<file path="src/rtl/cp0_if.sv">
// Bus between the control unit (master) and the coprocessor-0 responder (slave).
interface cp0_if;
  logic        we;
  logic [4:0]  cp0_addr;
  logic [31:0] cp0_wdata;
  logic [31:0] vpc;
  logic        bd_in;
  logic [4:0]  exc_code_in;
  logic        eret_in;
  logic [5:0]  hw_int;
  logic [31:0] cp0_rdata;
  logic [31:0] epc_out;
  logic        req;
  logic [31:0] exc_pc;

  modport master (
    output we, cp0_addr, cp0_wdata, vpc, bd_in, exc_code_in, eret_in, hw_int,
    input  cp0_rdata, epc_out, req, exc_pc
  );

  modport slave (
    input  we, cp0_addr, cp0_wdata, vpc, bd_in, exc_code_in, eret_in, hw_int,
    output cp0_rdata, epc_out, req, exc_pc
  );
endinterface

</file>
<file path="src/rtl/cp0_unit.sv">
// Coprocessor-0 responder: SR/Cause/EPC/PRId/Count/Compare, interrupt and
// exception arbitration, eret return and a Count/Compare timer on IP[5].
module cp0_unit #(
  parameter logic [31:0] PRID         = 32'h4255_4141,
  parameter logic [31:0] HANDLER_ADDR = 32'h0000_4180
) (
  input logic  clk,
  input logic  reset,
  cp0_if.slave bus
);
  typedef enum logic {RUN = 1'b0, HANDLER = 1'b1} state_e;

  state_e      state_q;
  logic [5:0]  im_q;
  logic        ie_q;
  logic        bd_q;
  logic [5:0]  ip_q;
  logic [5:0]  ip_d;
  logic [4:0]  exc_code_q;
  logic [31:0] epc_q;
  logic [31:0] epc_d;
  logic [31:0] count_q;
  logic [31:0] compare_q;
  logic        tim_pend_q;
  logic        exl;
  logic        int_req;
  logic        exc_req;
  logic        req;
  logic        wr;
  logic [31:0] vpc_adj;
  logic [31:0] sr_word;
  logic [31:0] cause_word;

  always_comb begin
    ip_d    = {bus.hw_int[5] | tim_pend_q, bus.hw_int[4:0]};
    exl     = (state_q == HANDLER);
    int_req = (|(ip_d & im_q)) & ie_q & ~exl;
    exc_req = (bus.exc_code_in != 5'd0) & ~exl;
    req     = ~reset & (int_req | exc_req);
    wr      = bus.we & ~req;
    vpc_adj = bus.bd_in ? (bus.vpc - 32'd4) : bus.vpc;
    epc_d   = {vpc_adj[31:2], 2'b00};
  end

  always_comb begin
    sr_word    = {16'b0, im_q, 8'b0, exl, ie_q};
    cause_word = {bd_q, 15'b0, ip_q, 3'b0, exc_code_q, 2'b00};
    unique case (bus.cp0_addr)
      5'd9:    bus.cp0_rdata = count_q;
      5'd11:   bus.cp0_rdata = compare_q;
      5'd12:   bus.cp0_rdata = sr_word;
      5'd13:   bus.cp0_rdata = cause_word;
      5'd14:   bus.cp0_rdata = epc_q;
      5'd15:   bus.cp0_rdata = PRID;
      default: bus.cp0_rdata = '0;
    endcase
  end

  assign bus.epc_out = (bus.we && bus.cp0_addr == 5'd14) ? {bus.cp0_wdata[31:2], 2'b00} : epc_q;
  assign bus.req     = req;
  assign bus.exc_pc  = HANDLER_ADDR;

  // Later assignments override earlier ones: a taken request beats eret and
  // the mtc0 (which is squashed anyway); Compare writes beat the timer match.
  always_ff @(posedge clk) begin
    if (reset) begin
      state_q    <= RUN;
      im_q       <= '0;
      ie_q       <= 1'b0;
      bd_q       <= 1'b0;
      ip_q       <= '0;
      exc_code_q <= '0;
      epc_q      <= '0;
      count_q    <= '0;
      compare_q  <= '1;
      tim_pend_q <= 1'b0;
    end else begin
      ip_q    <= ip_d;
      count_q <= count_q + 32'd1;
      if (count_q == compare_q) tim_pend_q <= 1'b1;
      if (wr) begin
        unique case (bus.cp0_addr)
          5'd9:  count_q <= bus.cp0_wdata;
          5'd11: begin
            compare_q  <= bus.cp0_wdata;
            tim_pend_q <= 1'b0;
          end
          5'd12: begin
            im_q    <= bus.cp0_wdata[15:10];
            ie_q    <= bus.cp0_wdata[0];
            state_q <= bus.cp0_wdata[1] ? HANDLER : RUN;
          end
          5'd14: epc_q <= {bus.cp0_wdata[31:2], 2'b00};
          default: ;
        endcase
      end
      if (req) begin
        state_q    <= HANDLER;
        bd_q       <= bus.bd_in;
        exc_code_q <= int_req ? 5'd0 : bus.exc_code_in;
        epc_q      <= epc_d;
      end else if (bus.eret_in && state_q == HANDLER) begin
        state_q <= RUN;
      end
    end
  end
endmodule

</file>
<file path="src/flat_wrapper.sv">
// flat-port wrapper written by rule: the top's interface ports become plain ports
module cp0_unit_flat 
#(
  parameter logic [31:0] PRID         = 32'h4255_4141,
  parameter logic [31:0] HANDLER_ADDR = 32'h0000_4180
)
  (clk, reset, bus_we, bus_cp0_addr, bus_cp0_wdata, bus_vpc, bus_bd_in, bus_exc_code_in, bus_eret_in, bus_hw_int, bus_cp0_rdata, bus_epc_out, bus_req, bus_exc_pc);
  cp0_if bus_i ();
  input logic clk;
  input logic reset;
  input wire logic [$bits(bus_i.we)-1:0] bus_we;
  input wire logic [$bits(bus_i.cp0_addr)-1:0] bus_cp0_addr;
  input wire logic [$bits(bus_i.cp0_wdata)-1:0] bus_cp0_wdata;
  input wire logic [$bits(bus_i.vpc)-1:0] bus_vpc;
  input wire logic [$bits(bus_i.bd_in)-1:0] bus_bd_in;
  input wire logic [$bits(bus_i.exc_code_in)-1:0] bus_exc_code_in;
  input wire logic [$bits(bus_i.eret_in)-1:0] bus_eret_in;
  input wire logic [$bits(bus_i.hw_int)-1:0] bus_hw_int;
  output wire logic [$bits(bus_i.cp0_rdata)-1:0] bus_cp0_rdata;
  output wire logic [$bits(bus_i.epc_out)-1:0] bus_epc_out;
  output wire logic [$bits(bus_i.req)-1:0] bus_req;
  output wire logic [$bits(bus_i.exc_pc)-1:0] bus_exc_pc;
  assign bus_i.we = bus_we;
  assign bus_i.cp0_addr = bus_cp0_addr;
  assign bus_i.cp0_wdata = bus_cp0_wdata;
  assign bus_i.vpc = bus_vpc;
  assign bus_i.bd_in = bus_bd_in;
  assign bus_i.exc_code_in = bus_exc_code_in;
  assign bus_i.eret_in = bus_eret_in;
  assign bus_i.hw_int = bus_hw_int;
  assign bus_cp0_rdata = bus_i.cp0_rdata;
  assign bus_epc_out = bus_i.epc_out;
  assign bus_req = bus_i.req;
  assign bus_exc_pc = bus_i.exc_pc;
  cp0_unit #(.PRID(PRID), .HANDLER_ADDR(HANDLER_ADDR)) u_core (.clk(clk), .reset(reset), .bus(bus_i));
endmodule
</file>
<file path="config.mk">
export PLATFORM = sky130hd
export DESIGN_NAME = cp0_unit_flat
export DESIGN_NICKNAME = d
export VERILOG_FILES = /design/src/rtl/cp0_if.sv /design/src/rtl/cp0_unit.sv /design/src/flat_wrapper.sv
export SDC_FILE = /design/constraint.sdc
export NUM_CORES = 1
export LEC_CHECK = 0
export ABC_AREA = 1
export BUFFER_PORTS_ARGS = -buffer_cell sky130_fd_sc_hd__buf_2
export CAP_MARGIN = 5
export CELL_PAD_IN_SITES_DETAIL_PLACEMENT = 2
export CELL_PAD_IN_SITES_GLOBAL_PLACEMENT = 2
export CORE_MARGIN = 5
export CORE_UTILIZATION = 26
export DETAILED_ROUTE_END_ITERATION = 6
export PLACE_DENSITY_LB_ADDON = 0.1
export SLEW_MARGIN = 10
export SYNTH_ARGS = -nofsm -noshare
export SYNTH_HDL_FRONTEND = slang
export SYNTH_SLANG_ARGS = --single-unit
</file>
<file path="constraint.sdc">
create_clock -name clk -period 1.86 [get_ports clk]
set_input_delay 0.465 -clock clk [delete_from_list [all_inputs] [get_ports clk]]
set_output_delay 0.465 -clock clk [all_outputs]
set_load 0.01 [all_outputs]
</file>
**Word level (Yosys, flattened, before mapping)**

Index checks and enable logic that the tools add are counted.

- Reductions and logical operators: 12
- Bitwise gates (word level): 11
- Mux-type cells: 17
- Eq/ne operators: 7
- Add/subtract/negate cells: 2

Operators by type and width:

| kind | count |
|---|---|
| $mux 32 | 7 |
| $pmux 32 s6 | 1 |
| $add 32x1->32 const B | 1 |
| $eq 32x32->1 | 1 |
| $sub 32x3->32 const B | 1 |
| $eq 5x4->1 const B | 6 |
| $mux 1 | 8 |
| $reduce_and 2->1 | 4 |
| $and 6x6->6 | 1 |
| $reduce_bool 3->1 | 2 |
| $reduce_or 6->1 | 1 |
| $and 1x1->1 | 5 |
| $mux 5 | 1 |
| $reduce_bool 5->1 | 1 |
| $reduce_bool 2->1 | 2 |
| $not 1->1 | 3 |
| $logic_and 1x1->1 | 2 |
| $or 1x1->1 | 2 |

- Bits in registers: 115
- Input bits: 85
- Output and inout port bits: 97
- Word-level logic and storage cells: 59

**Depth between registers and ports, before layout**

Gate-level depths: netlist of the first run.

- Depth after elaboration: 12
- Gate-level depth with buffers: 13
- Gate-level depth less buffers: 12

**Least setup slack after synthesis of the first run**

No wires, ideal clock.

- Kind: in2out
- Start: input bus_cp0_addr[4]
- End: output bus_cp0_rdata[26]
- Data required time: 1.395 ns
- Stages on the path: 9
- Setup slack: -0.128 ns
- Path buffers: 2
- Arrival: 1.523 ns
- Cell sequence: inv_1 > nand2_1 > inv_1 > nand3_1 > buf_4 > inv_1 > buf_2 > a22oi_1 > o21ai_0

- Longest elaborated chain between the ends: 2

Ends and longest elaborated chain:

| what | line | text |
|---|---|---|
| from (decl) | flat_wrapper.sv:12 | `input wire logic [$bits(bus_i.cp0_addr)-1:0] bus_cp0_addr;` |
| $eq 5x4->1 | cp0_unit.sv:48 | `unique case (bus.cp0_addr)` |
| $pmux 32 s6 * | cp0_unit.sv:48 |  |
| to (decl) | flat_wrapper.sv:19 | `output wire logic [$bits(bus_i.cp0_rdata)-1:0] bus_cp0_rdata;` |

Mark *: on every way between the ends. The rest lies on a longest branch, timed or not.

**Worst setup path after layout of the first run**

- Start: input bus_cp0_addr[4]
- End: output bus_epc_out[24]

- Longest elaborated chain between the ends: 3

Ends and longest elaborated chain:

| what | line | text |
|---|---|---|
| $eq 5x4->1 | cp0_unit.sv:59 | `assign bus.epc_out = (bus.we && bus.cp0_addr == 5'd14) ? {bus.cp0_wdata[31:2], 2'b00} : epc_q;` |
| $logic_and 1x1->1 | cp0_unit.sv:59 |  |
| $mux 32 | cp0_unit.sv:59 |  |
| to (decl) | flat_wrapper.sv:20 | `output wire logic [$bits(bus_i.epc_out)-1:0] bus_epc_out;` |

No other way between the ends.

==> results of run 1 <==
power by group through the flow:
stage / logic (mW) / clock network, mW / registers [mW]
after floorplan: 0.539 / 0 / 2.66
after CTS: 1.28 / 3.31 / 2.65
final: 1.43 / 3.30 / 2.67
after detailed placement: 1.08 / 0 / 2.69
after global routing: 1.53 / 3.44 / 2.68
after global placement: 1.06 / 0 / 2.69
kinds of logic after synthesis:
logic type | Yosys count | synth area share, %
flops | 115 | 30.16
mux | 1 | 0.1311
xor+xnor | 47 | 5.393
other cells | 2 | 0.09838
buf+inv | 210 | 13.01
compound gates | 166 | 12.88
fa+ha+maj | 2 | 0.3278
simple gates | 678 | 37.99
critical path, stage by stage:
cell and delay (ps):
sky130_fd_sc_hd__buf_8 100, sky130_fd_sc_hd__inv_2 50, sky130_fd_sc_hd__nand2_2 60, sky130_fd_sc_hd__inv_4 70
sky130_fd_sc_hd__nand2_4 80, sky130_fd_sc_hd__nor2_4 110, sky130_fd_sc_hd__buf_12 150, sky130_fd_sc_hd__inv_12 50
sky130_fd_sc_hd__buf_12 140, sky130_fd_sc_hd__buf_6 110, sky130_fd_sc_hd__nand2_2 60, sky130_fd_sc_hd__nand2_2 70
sky130_fd_sc_hd__buf_6 120
cell type report:
cell class                 instances  area [sq um]  share of cell area, %
clock inverter                    13         137.6                  1.163
antenna                            1         2.502                0.02115
inverter                         131         524.3                  4.430
sequential                       115          2308                  19.51
timing repair buffer             316          2644                  22.34
clock buffer                      18         429.2                  3.627
multi-input combinational        928          5308                  44.85
tap                              384         480.5                  4.060
cells in the mapped netlist (all sizes together) (3+ instances only):
library cell and count:
inv 129, buf 59, nand3 88, xnor2 20, a221oi 3, o21ai 63
xor2 27, a22oi 7, o211ai 11, a21oi 51, nand4 20, o2111ai 3
dfxtp 115, or2 5, clkbuf 20, o221ai 12, o22ai 5, nand2 385
nor3 23, nor2 154, a31oi 5
flip-flops by register name, summed over array words and instances (netlist names):
register,cells
u_core.im_q,6
u_core.count_q,32
u_core.epc_q,30
u_core.tim_pend_q,1
u_core.ip_q,6
u_core.bd_q,1
u_core.exc_code_q,5
u_core.compare_q,32
u_core.ie_q,1
u_core.exl,1
final timing paths:
| kind | from | end | cells past startpoint |
|---|---|---|---|
| worst max-delay path | bus_cp0_addr[4] | bus_epc_out[24] | 13 |
| worst min-delay path | bus_cp0_wdata[2] | u_core.compare_q[2]$_SDFFE_PP1P_ | 3 |
| worst max register to register | u_core.im_q[5]$_SDFFE_PP0P_ | u_core.compare_q[12]$_SDFFE_PP1P_ | 14 |
| worst min register to register | u_core.exc_code_q[2]$_SDFFE_PP0N_ | u_core.exc_code_q[2]$_SDFFE_PP0N_ | 2 |
routing by layer:
| layer | part of all wire, % | wire length (um) | vias to the layer above | GRT usage [%] |
|---|---|---|---|---|
| met3 | 3.7 | 1609 | 53 | 2.453 |
| li1 | - | - | 4432 | - |
| met5 | 0.030 | 13 | - | 0 |
| met4 | 2.5 | 1076 | 2 | 5.194 |
| met2 | 49 | 20970 | 234 | 39.96 |
| met1 | 45 | 19440 | 4694 | 32.28 |
what timing repair did:
action	in CTS	in global routing
cloned	2	1
buffers inserted	23	15
endpoints found under the setup margin	66	112
resized for setup	202	123
pin swaps	27	28
metrics by stage:
stage,hold slack [ps],setup TNS [ps],cell area (sq um)
after detailed placement,464.9,-35520,9657
final,278.5,-12210,11830
after CTS,249.0,-11530,11180
after global placement,454.0,-30260,9657
after global routing,275.6,-18150,11830
after floorplan,440.9,-431.2,7796
==> results.txt, run 1 <==
----------------------------------------------------
[Run status]
  Outcome ... finished with violations
  Violated checks ... setup timing

[Floorplan]
  Number of top-level design ports ... 182
  Y dimension of the die ... 181.3 um
  Die area ... 0.03289 sq mm
  Starting utilization of the core area ... between 20% and 30%
  Number of placement rows ... a little over 60
  Placeable core area ... just under 0.03 sq mm
  Die X-Extent ... 181.3 um

[Placed design]
  Global placer's final weighted congestion ... ~0.89
  Placed instance count ... ~1800
  Detail Placement HPWL ... 30330 um
  Worst slack after detailed placement ... -437.4 ps
  Number of buffers inserted by port buffering ... 145

[Logic synthesis]
  Number of warnings printed during yosys synthesis ... 0
  EDFF count, synth ... 0
  Total of flip-flops plus latches after synthesis ... between 100 and 150
  Proportion of synthesized chip area in sequential cells ... a little under a third
  Share of async-settable or async-resettable flops after synthesis ... 0%
  Dominant cells by area after synthesis ... sky130_fd_sc_hd__dfxtp_1 30%, sky130_fd_sc_hd__nand2_1 18%, sky130_fd_sc_hd__nor2_1 6.9%
  Per-instance average area after synthesis ... about 6.3 sq um
  Area fraction of the dominant cell type after synthesis ... 30.16%
  Library cells used by synthesis ... 46
  Biggest area consumer among synthesized cells ... sky130_fd_sc_hd__dfxtp_1
  Combined area of all synthesized cells ... 0.007634 sq mm
  Cells after Synth ... 1221
  Most used DFF post-synth ... sky130_fd_sc_hd__dfxtp_1

[Global routing]
  Number of global-route vias before repair ... between 10000 and 15000
  Antenna violations before repair ... 1
  Overall Global Routing Usage ... 23.52%
  Global-route wire length before repair ... roughly 60000 um
  Pin count of the biggest net entering global routing ... between 50 and 60
  Aggregate global routing overflow ... 0

[Setup path]
  Capturing element type of the critical path ... output pin
  Crit Path Class ... input pin to output pin
  Startpoint class of the critical path ... input pin
  Critical Path Fanout Max ... 7
  Endpoint required time on the critical path ... between 1000 and 1500 ps
  Data arrival, critical path ... 1670 ps
  Worst-case register-to-register setup slack ... -60 ps

[Clock network]
  Maximum level of the CTS H-tree ... 4
  Clock slew seen by the registers of the worst setup and hold paths ... 60 ps
  Clock buffers created by TritonCTS ... 17
  Number of clock sinks ... 115
  Clock Latency Late Sink ... around 430 ps
  CTS tree ... built
  Buffer depth of the longest clock path ... 2
  Hold buffers post-CTS ... 0
  Root buffer cell ... sky130_fd_sc_hd__clkbuf_16

[Layout]
  Commonest non-fill, non-tap cells in the layout ... 312 x sky130_fd_sc_hd__nand2_1, 135 x sky130_fd_sc_hd__nor2_1, 128 x sky130_fd_sc_hd__buf_4
  Syn-to-layout area delta ... 55.02%
  Filler instances ... approximately 3400
  Most frequent standard cell in the layout excluding fill and tap cells ... sky130_fd_sc_hd__nand2_1
  Final non-filler cell total ... roughly 1900
  Fraction of layout cells with a size suffix above 1 ... 34.32%
  Post-Route Utilization ... 41.01%
  Total Nets Final ... between 1500 and 2000

[STA]
  Number of failing hold endpoints at the final stage ... 0
  Endpoints failing setup ... 70
  Peak Freq ... ~470 MHz
  Unrepaired setup endpoints after global routing ... yes
  Fin crit share ... 114.6%
  Minimum clock period after layout ... ~2100 ps
  Final slew viol count ... 0
  Worst clock skew ... between 10 and 15 ps
  Worst path setup slack after routing ... -271.6 ps

[Pwr]
  Switching power ... 2.281 mW
  Leakage Power ... ~5.4 nW
  Switching part of the total power ... between 30% and 40%
  Share of total power in the clock network ... between 40% and 50%
  Maximum ir drop on the vdd rail ... roughly 0.7 mV
  Power per unit of standard cell area ... 626.0 mW/mm^2
  Pint ... 5.127 mW
  Combinational power share ... about a fifth
  Post-route total power ... 7.408 mW
  Register share of total power ... 36.1%

[Route]
  Drt wl/cell ... approximately 23 um
  Post-detailed-route via-to-cell ratio ... between 4 and 5
  Via count ... ~9400
  Number of detailed-route iterations in the first pass ... 5
  Detailed router's first-iteration violation count ... approximately 520
  Total length of routed wires ... 43110 um
  Number of antenna-violating nets in the routed design ... 0
  Total DRC errors in the routed layout ... 0

[Flow run]
  Max cap viols ... 0

[Min path]
  Min-delay worst type ... input pin to register

----------------------------------------------------
No activity file was read; power rests on OpenSTA's default activity.
==> run 2: changes to the inputs <==
--- a/config.mk
+++ b/config.mk
@@ -11,7 +11,7 @@
 export CELL_PAD_IN_SITES_DETAIL_PLACEMENT = 2
 export CELL_PAD_IN_SITES_GLOBAL_PLACEMENT = 2
 export CORE_MARGIN = 5
-export CORE_UTILIZATION = 26
+export CORE_UTILIZATION = 31
 export DETAILED_ROUTE_END_ITERATION = 6
 export PLACE_DENSITY_LB_ADDON = 0.1
 export SLEW_MARGIN = 10
==> constraint.sdc (replaced) <==
create_clock -name clk -period 2.54 [get_ports clk]
set_input_delay 0.635 -clock clk [delete_from_list [all_inputs] [get_ports clk]]
set_output_delay 0.635 -clock clk [all_outputs]
set_load 0.01 [all_outputs]
==> results.txt, run 2 (synthesis gave the netlist of run 1 again) <==
----------------------------------------------------
[Layout]
  Fraction of layout cells with a size suffix above 1 ... 20.38% (was 34.32%)
  Final Instance Area ... 0.009493 sq mm (was 0.01183 sq mm)
  Syn-to-layout area delta ... 24.36% (was 55.02%)
  Multi-input gate area in the final layout ... 0.004524 sq mm (was 0.005308 sq mm)
  Number of antenna diodes ... 0 (was 1)
  Area taken by flip-flops and latches ... 0.002302 sq mm (was 0.002308 sq mm)
  Most frequent standard cell in the layout excluding fill and tap cells ... sky130_fd_sc_hd__nand2_1 (unchanged)
  Total Nets Final ... 1477 (was 1596)
  Filler instances ... 3107 (was 3448)
  Leading registers by flop count ... u_core.compare_q (32), u_core.count_q (32), u_core.epc_q (30) (unchanged)
  Commonest non-fill, non-tap cells in the layout ... 373 x sky130_fd_sc_hd__nand2_1, 145 x sky130_fd_sc_hd__buf_2, 139 x sky130_fd_sc_hd__nor2_1 (was 312 x sky130_fd_sc_hd__nand2_1, 135 x sky130_fd_sc_hd__nor2_1, 128 x sky130_fd_sc_hd__buf_4)

[Setup path]
  Largest stage delay on the critical path ... 200 ps (was 150 ps)
  Capturing element type of the critical path ... output pin (unchanged)
  Buf+Inv Stages, Crit Path ... 3 (was 8)
  Critical Path Stages ... 9 (was 13)
  Endpoint required time on the critical path ... 1900 ps (was 1390 ps)
  Worst path cell trace ... buf_2, nand2_2, nor2_4, nand2_4, nor2_4, buf_12, nand2_1, o21ai_1, buf_2 (was buf_8, inv_2, nand2_2, inv_4, nand2_4, nor2_4, buf_12, inv_12, buf_12, buf_6, nand2_2, nand2_2, buf_6)
  Number of cells on the worst reg-to-reg path ... 10 (was 14)
  Crit path max-delay family ... simple AND/OR/NAND/NOR gates (was buffers and inverters)
  Startpoint class of the critical path ... input pin (unchanged)
  Crit Path Class ... input pin to output pin (unchanged)
  Standard cell with the maximum stage delay on the critical path ... sky130_fd_sc_hd__buf_12 (unchanged)
  Critical Path Fanout Max ... 30 (was 7)
  Data arrival, critical path ... 1850 ps (was 1670 ps)

[Placed design]
  Post-Place Cell Area ... 0.008861 sq mm (was 0.009657 sq mm)
  Worst slack after detailed placement ... -89.10 ps (was -437.4 ps)
  Global placer's final weighted congestion ... 0.8770 (was 0.8916)
  Number of buffers inserted by port buffering ... 145 (unchanged)
  Detail Placement HPWL ... 27400 um (was 30330 um)

[Global routing]
  Aggregate global routing overflow ... 0 (unchanged)
  Overall Global Routing Usage ... 24.41% (was 23.52%)
  Antenna violations before repair ... 3 (was 1)
  Pin count of the biggest net entering global routing ... 77 (was 59)
  Number of global-route vias before repair ... 9288 (was 10120)
  Global-route wire length before repair ... 53460 um (was 60060 um)

[STA]
  Number of failing hold endpoints at the final stage ... 0 (unchanged)
  Worst path setup slack after routing ... 57.04 ps (was -271.6 ps)
  Worst clock skew ... 11.97 ps (was 14.33 ps)
  Final slew viol count ... 0 (unchanged)
  Fin crit share ... 97.75%
  Peak Freq ... slightly above 400 MHz
  Setup tns final ... 0 ps (was -12210 ps)
  Worst relative slew slack ... about 53%
  Minimum clock period after layout ... 2483 ps
  Transition time of the tightest slew-check pin ... between 700 and 800 ps
  Endpoints failing setup ... 0 (was 70)
  Unrepaired setup endpoints after global routing ... yes (unchanged)

[Route]
  Total length of routed wires ... 34670 um (was 43110 um)
  Drt wl/cell ... 20.07 um (was 22.62 um)
  Detailed router's first-iteration violation count ... 408 (was 516)
  Post-detailed-route via-to-cell ratio ... 5.036 (was 4.940)
  Total DRC errors in the routed layout ... 0 (unchanged)
  Number of antenna-violating nets in the routed design ... 0 (unchanged)
  Via count ... 8698 (was 9415)
  Number of detailed-route iterations in the first pass ... 5 (unchanged)

[Clock network]
  CTS tree ... built (unchanged)
  Number of clock sinks ... 115 (unchanged)
  Root buffer cell ... sky130_fd_sc_hd__clkbuf_16 (unchanged)
  Clock buffers created by TritonCTS ... 17 (unchanged)
  Clock Latency Late Sink ... 420 ps (was 430 ps)
  Buffer depth of the longest clock path ... 2 (unchanged)
  Clock slew seen by the registers of the worst setup and hold paths ... 60 ps (about the same)
  Maximum level of the CTS H-tree ... 4 (unchanged)

[Pwr]
  Leakage Power ... 4.427 nW (was 5.387 nW)
  Maximum ir drop on the vdd rail ... 0.4297 mV (was 0.6976 mV)
  Power per unit of standard cell area ... 520.0 mW/mm^2 (was 626.0 mW/mm^2)

[Floorplan]
  Starting utilization of the core area ... 31.39% (was 26.45%)
  Die area ... 0.02786 sq mm (was 0.03289 sq mm)
  Number of top-level design ports ... 182 (unchanged)
  Placeable core area ... 0.02432 sq mm (was 0.02886 sq mm)
  Number of placement rows ... 57 (was 62)
  Die X-Extent ... 166.9 um (was 181.3 um)
  Y dimension of the die ... 166.9 um (was 181.3 um)

[Min path]
  Worst Hold Path Cells ... 3 (unchanged)
  Min-delay worst type ... input pin to register (unchanged)

[Run status]
  Outcome ... completed (was finished with violations)

[Flow run]
  Max cap viols ... 0 (unchanged)

----------------------------------------------------
run 2: path summary, 6_finish.rpt:
path / from / to / slack (ps)
worst max-delay path: bus_cp0_addr[3] / bus_epc_out[16] / 60
worst min-delay path: bus_cp0_wdata[4] / u_core.compare_q[4]$_SDFFE_PP1P_ / 440
worst max register to register: u_core.count_q[0]$_SDFF_PP0_ / u_core.count_q[30]$_SDFF_PP0_ / 390
worst min register to register: u_core.exc_code_q[1]$_SDFFE_PP0N_ / u_core.exc_code_q[1]$_SDFFE_PP0N_ / 480
run 2: stage by stage:
stage,utilization [%],cells,total power [mW],hold slack [ps]
detailed placement,36.44,1695,2.665,465.0
global route,39.03,1727,5.131,450.6
finish,39.03,1727,4.936,442.0
floorplan,-,1253,2.337,440.9
global placement,36.44,1695,2.645,453.6
CTS,38.77,1727,4.971,428.5
run 2: per-layer routing:
metal | up-vias | GRT usage [%] | routed length, um
met3 | 30 | 3.721 | 1589
met4 | 6 | 5.407 | 373
met2 | 199 | 40.61 | 16320
met1 | 4273 | 33.52 | 16350
met5 | - | 0 | 34
li1 | 4190 | - | -
run 2: cell type report:
class                           count  share of cell area [%]
Multi-Input combinational cell    928                   47.66
Sequential cell                   115                   24.25
Timing Repair Buffer              197                   12.76
Inverter                          131                   5.206
Clock buffer                       19                   4.666
Tap cell                          324                   4.270
Clock inverter                     13                   1.186
run 2: worst min-delay path, stage by stage:
cell	delay [ps]
sky130_fd_sc_hd__buf_2	90
sky130_fd_sc_hd__nand2_1	50
sky130_fd_sc_hd__nand3_1	60
run 2: repair_timing:
| item | in CTS | in global routing |
|---|---|---|
| cloned | 0 | 0 |
| pin swaps | 0 | 2 |
| gates resized for setup | 7 | 23 |
| hold buffers | 0 | 0 |
| setup endpoints to repair | 8 | 39 |
| buffers inserted | 0 | 0 |
run 2: report_power, final:
part / internal [mW] / leakage [nW] / switching (mW)
logic: 0.237 / 3.22 / 0.464
registers: 1.88 / 0.941 / 0.0659
clock network: 1.37 / 0.268 / 0.929
==> run 3: changes to the inputs <==
--- a/config.mk
+++ b/config.mk
@@ -13,6 +13,7 @@
 export CORE_MARGIN = 5
 export CORE_UTILIZATION = 31
 export DETAILED_ROUTE_END_ITERATION = 6
+export GPL_TIMING_DRIVEN = 0
 export PLACE_DENSITY_LB_ADDON = 0.1
 export SLEW_MARGIN = 10
 export SYNTH_ARGS = -nofsm -noshare
==> results.txt, run 3 (synthesis gave the netlist of run 1 again) <==
----------------------------------------------------
[STA]
  Worst path setup slack after routing ... -69.19 ps (was 57.04 ps)
  Peak Freq ... 383.3 MHz (was 402.7 MHz)
  Final worst hold slack ... 452.1 ps (was 442.0 ps)
  Endpoints failing setup ... 3 (was 0)
  Final slew viol count ... 0 (unchanged)
  Worst clock skew ... 19.55 ps (was 11.97 ps)
  Fin crit share ... 102.7% (was 97.75%)
  Worst relative slew slack ... 32.13% (was 53.06%)
  Setup tns final ... -99.87 ps (was 0 ps)
  Transition time of the tightest slew-check pin ... 1018 ps (was 703.0 ps)
  Number of failing hold endpoints at the final stage ... 0 (unchanged)
  Minimum clock period after layout ... 2609 ps (was 2483 ps)
  Unrepaired setup endpoints after global routing ... yes (unchanged)

[Global routing]
  Number of global-route vias before repair ... 10270 (was 9288)
  Antenna violations before repair ... 4 (was 3)
  Global-route wire length before repair ... 62610 um (was 53460 um)
  Met3 Usage GRT ... 5.143% (was 3.721%)
  Global Route met1 Usage ... 36.91% (was 33.52%)
  Pin count of the biggest net entering global routing ... 17 (was 77)
  Aggregate global routing overflow ... 0 (unchanged)
  Overall Global Routing Usage ... 29.25% (was 24.41%)
  Global routing usage on met2 ... 49.51% (was 40.61%)
  Most Used Layer, Global Route ... met2 (unchanged)

[Floorplan]
  Placeable core area ... 0.02432 sq mm (unchanged)
  Number of top-level design ports ... 182 (unchanged)
  Starting utilization of the core area ... 31.39% (unchanged)
  Die area ... 0.02786 sq mm (unchanged)
  Y dimension of the die ... 166.9 um (unchanged)
  Die X-Extent ... 166.9 um (unchanged)
  Number of placement rows ... 57 (unchanged)

[Clock network]
  Clock Latency Late Sink ... 440 ps (was 420 ps)
  Buffer depth of the longest clock path ... 2 (unchanged)
  CTS tree ... built (unchanged)
  Hold buffers post-CTS ... 0 (unchanged)
  Clock buffers created by TritonCTS ... 17 (unchanged)
  Maximum level of the CTS H-tree ... 4 (unchanged)
  Root buffer cell ... sky130_fd_sc_hd__clkbuf_16 (unchanged)
  Clock slew seen by the registers of the worst setup and hold paths ... 60 ps (about the same)
  Number of clock sinks ... 115 (unchanged)

[Pwr]
  Power per unit of standard cell area ... 517.4 mW/mm^2 (was 520.0 mW/mm^2)
  Leakage Power ... 4.774 nW (was 4.427 nW)
  Maximum ir drop on the vdd rail ... 0.5624 mV (was 0.4297 mV)

[Setup path]
  Data arrival, critical path ... 1970 ps (was 1850 ps)
  Most used cell, CP ... sky130_fd_sc_hd__nand2_1
  Endpoint required time on the critical path ... 1900 ps (about the same)
  Critical Path Fanout Max ... 6 (was 30)
  Crit Path Class ... register to output pin (was input pin to output pin)
  Standard cell with the maximum stage delay on the critical path ... sky130_fd_sc_hd__dfxtp_1 (was sky130_fd_sc_hd__buf_12)
  Startpoint class of the critical path ... register (was input pin)
  Worst path cell trace ... nand2_1, nand2_1, nor2_2, nand2_1, nand2_2, nand2_8, nand2_8, inv_1, buf_6, buf_2 (was buf_2, nand2_2, nor2_4, nand2_4, nor2_4, buf_12, nand2_1, o21ai_1, buf_2)
  Capturing element type of the critical path ... output pin (unchanged)
  Largest stage delay on the critical path ... 400 ps (was 200 ps)

[Run status]
  Outcome ... finished with violations (was completed)
  Violated checks ... setup timing

[Layout]
  Commonest non-fill, non-tap cells in the layout ... 347 x sky130_fd_sc_hd__nand2_1, 139 x sky130_fd_sc_hd__buf_2, 134 x sky130_fd_sc_hd__nor2_1 (was 373 x sky130_fd_sc_hd__nand2_1, 145 x sky130_fd_sc_hd__buf_2, 139 x sky130_fd_sc_hd__nor2_1)
  Syn-to-layout area delta ... 36.17% (was 24.36%)
  Most frequent standard cell in the layout excluding fill and tap cells ... sky130_fd_sc_hd__nand2_1 (unchanged)
  Final Instance Area ... 0.01040 sq mm (was 0.009493 sq mm)
  Final non-filler cell total ... 1781 (was 1727)
  Fraction of layout cells with a size suffix above 1 ... 26.01% (was 20.38%)
  Total Nets Final ... 1532 (was 1477)
  Number of antenna diodes ... 0 (unchanged)
  Leading registers by flop count ... u_core.compare_q (32), u_core.count_q (32), u_core.epc_q (30) (unchanged)

[Placed design]
  Detail Placement HPWL ... 30250 um (was 27400 um)
  Global placer's final weighted congestion ... 0.9139 (was 0.8770)
  Placed instance count ... 1722 (was 1695)
  Post-Place Cell Area ... 0.008885 sq mm (was 0.008861 sq mm)
  Number of buffers inserted by port buffering ... 145 (unchanged)

[Min path]
  Min-delay worst type ... input pin to register (unchanged)

[Route]
  Total DRC errors in the routed layout ... 0 (unchanged)
  Via count ... 9559 (was 8698)
  Total length of routed wires ... 44020 um (was 34670 um)
  Number of detailed-route iterations in the first pass ... 7 (was 5)
  Number of antenna-violating nets in the routed design ... 0 (unchanged)
  Drt wl/cell ... 24.72 um (was 20.07 um)
  Post-detailed-route via-to-cell ratio ... 5.367 (was 5.036)
  Detailed router's first-iteration violation count ... 670 (was 408)

[Flow run]
  Max cap viols ... 0 (unchanged)

----------------------------------------------------
-- run 3: cell count changes in the layout (fill, tap and decap cells not counted), sizes merged --
cell / delta
buf: +36
bufinv: +2
clkbuf: +21
clkinv: -5
clkinvlp: +1
inv: -1
-- run 3: worst max-delay path, delay by kind of cell (launching register included) --
kind,cells,cell delay (ps)
buf+inv,3,400
flops,1,400
simple gates,7,720
-- run 3: what timing repair did --
action | in CTS | in global routing
endpoints found under the setup margin | 61 | 55
pin swaps | 9 | 21
gates resized for setup | 120 | 76
cloned | 3 | 2
buffers inserted | 16 | 11
-- run 3: power breakdown --
part / internal, mW / switching [mW]
clock: 1.58 / 0.970
combinational: 0.317 / 0.564
sequential: 1.88 / 0.0713
total: 3.77 / 1.61
-- run 3: worst paths after layout --
kind	to	slack (ps)	from	cells past startpoint
setup / recovery	bus_req	-70	u_core.im_q[3]$_SDFFE_PP0P_	10
hold / removal	u_core.compare_q[2]$_SDFFE_PP1P_	450	bus_cp0_wdata[2]	3
setup reg to reg	u_core.compare_q[16]$_SDFFE_PP1P_	250	u_core.im_q[3]$_SDFFE_PP0P_	14
hold reg to reg	u_core.exc_code_q[3]$_SDFFE_PP0N_	480	u_core.exc_code_q[3]$_SDFFE_PP0N_	2
-- run 3: area by class of cell --
cell class / instances / area, sq um
Clock buffer: 21 / 460.4
Sequential cell: 115 / 2303
Buffer: 77 / 628.1
Timing Repair Buffer: 175 / 1155
Inverter: 131 / 510.5
Fill cell: 2976 / 13920
Clock inverter: 10 / 132.6
Multi-Input combinational cell: 928 / 4800
Tap cell: 324 / 405.4
-- run 3: stage by stage --
step | setup WS, ps | util [%] | power [mW]
floorplan | 211.7 | - | 2.337
global placement | -571.8 | 36.53 | 2.674
detailed placement | -600.9 | 36.53 | 2.693
CTS | -6.013 | 41.31 | 5.231
global route | -92.05 | 42.74 | 5.520
finish | -69.19 | 42.74 | 5.378
-- run 3: per-layer routing --
| layer | part of all wire [%] | wire length [um] | vias up |
|---|---|---|---|
| li1 | - | - | 4311 |
| met1 | 41 | 18030 | 4698 |
| met2 | 48 | 21180 | 405 |
| met3 | 6.5 | 2863 | 137 |
| met4 | 4.3 | 1890 | 8 |
| met5 | 0.12 | 55 | - |
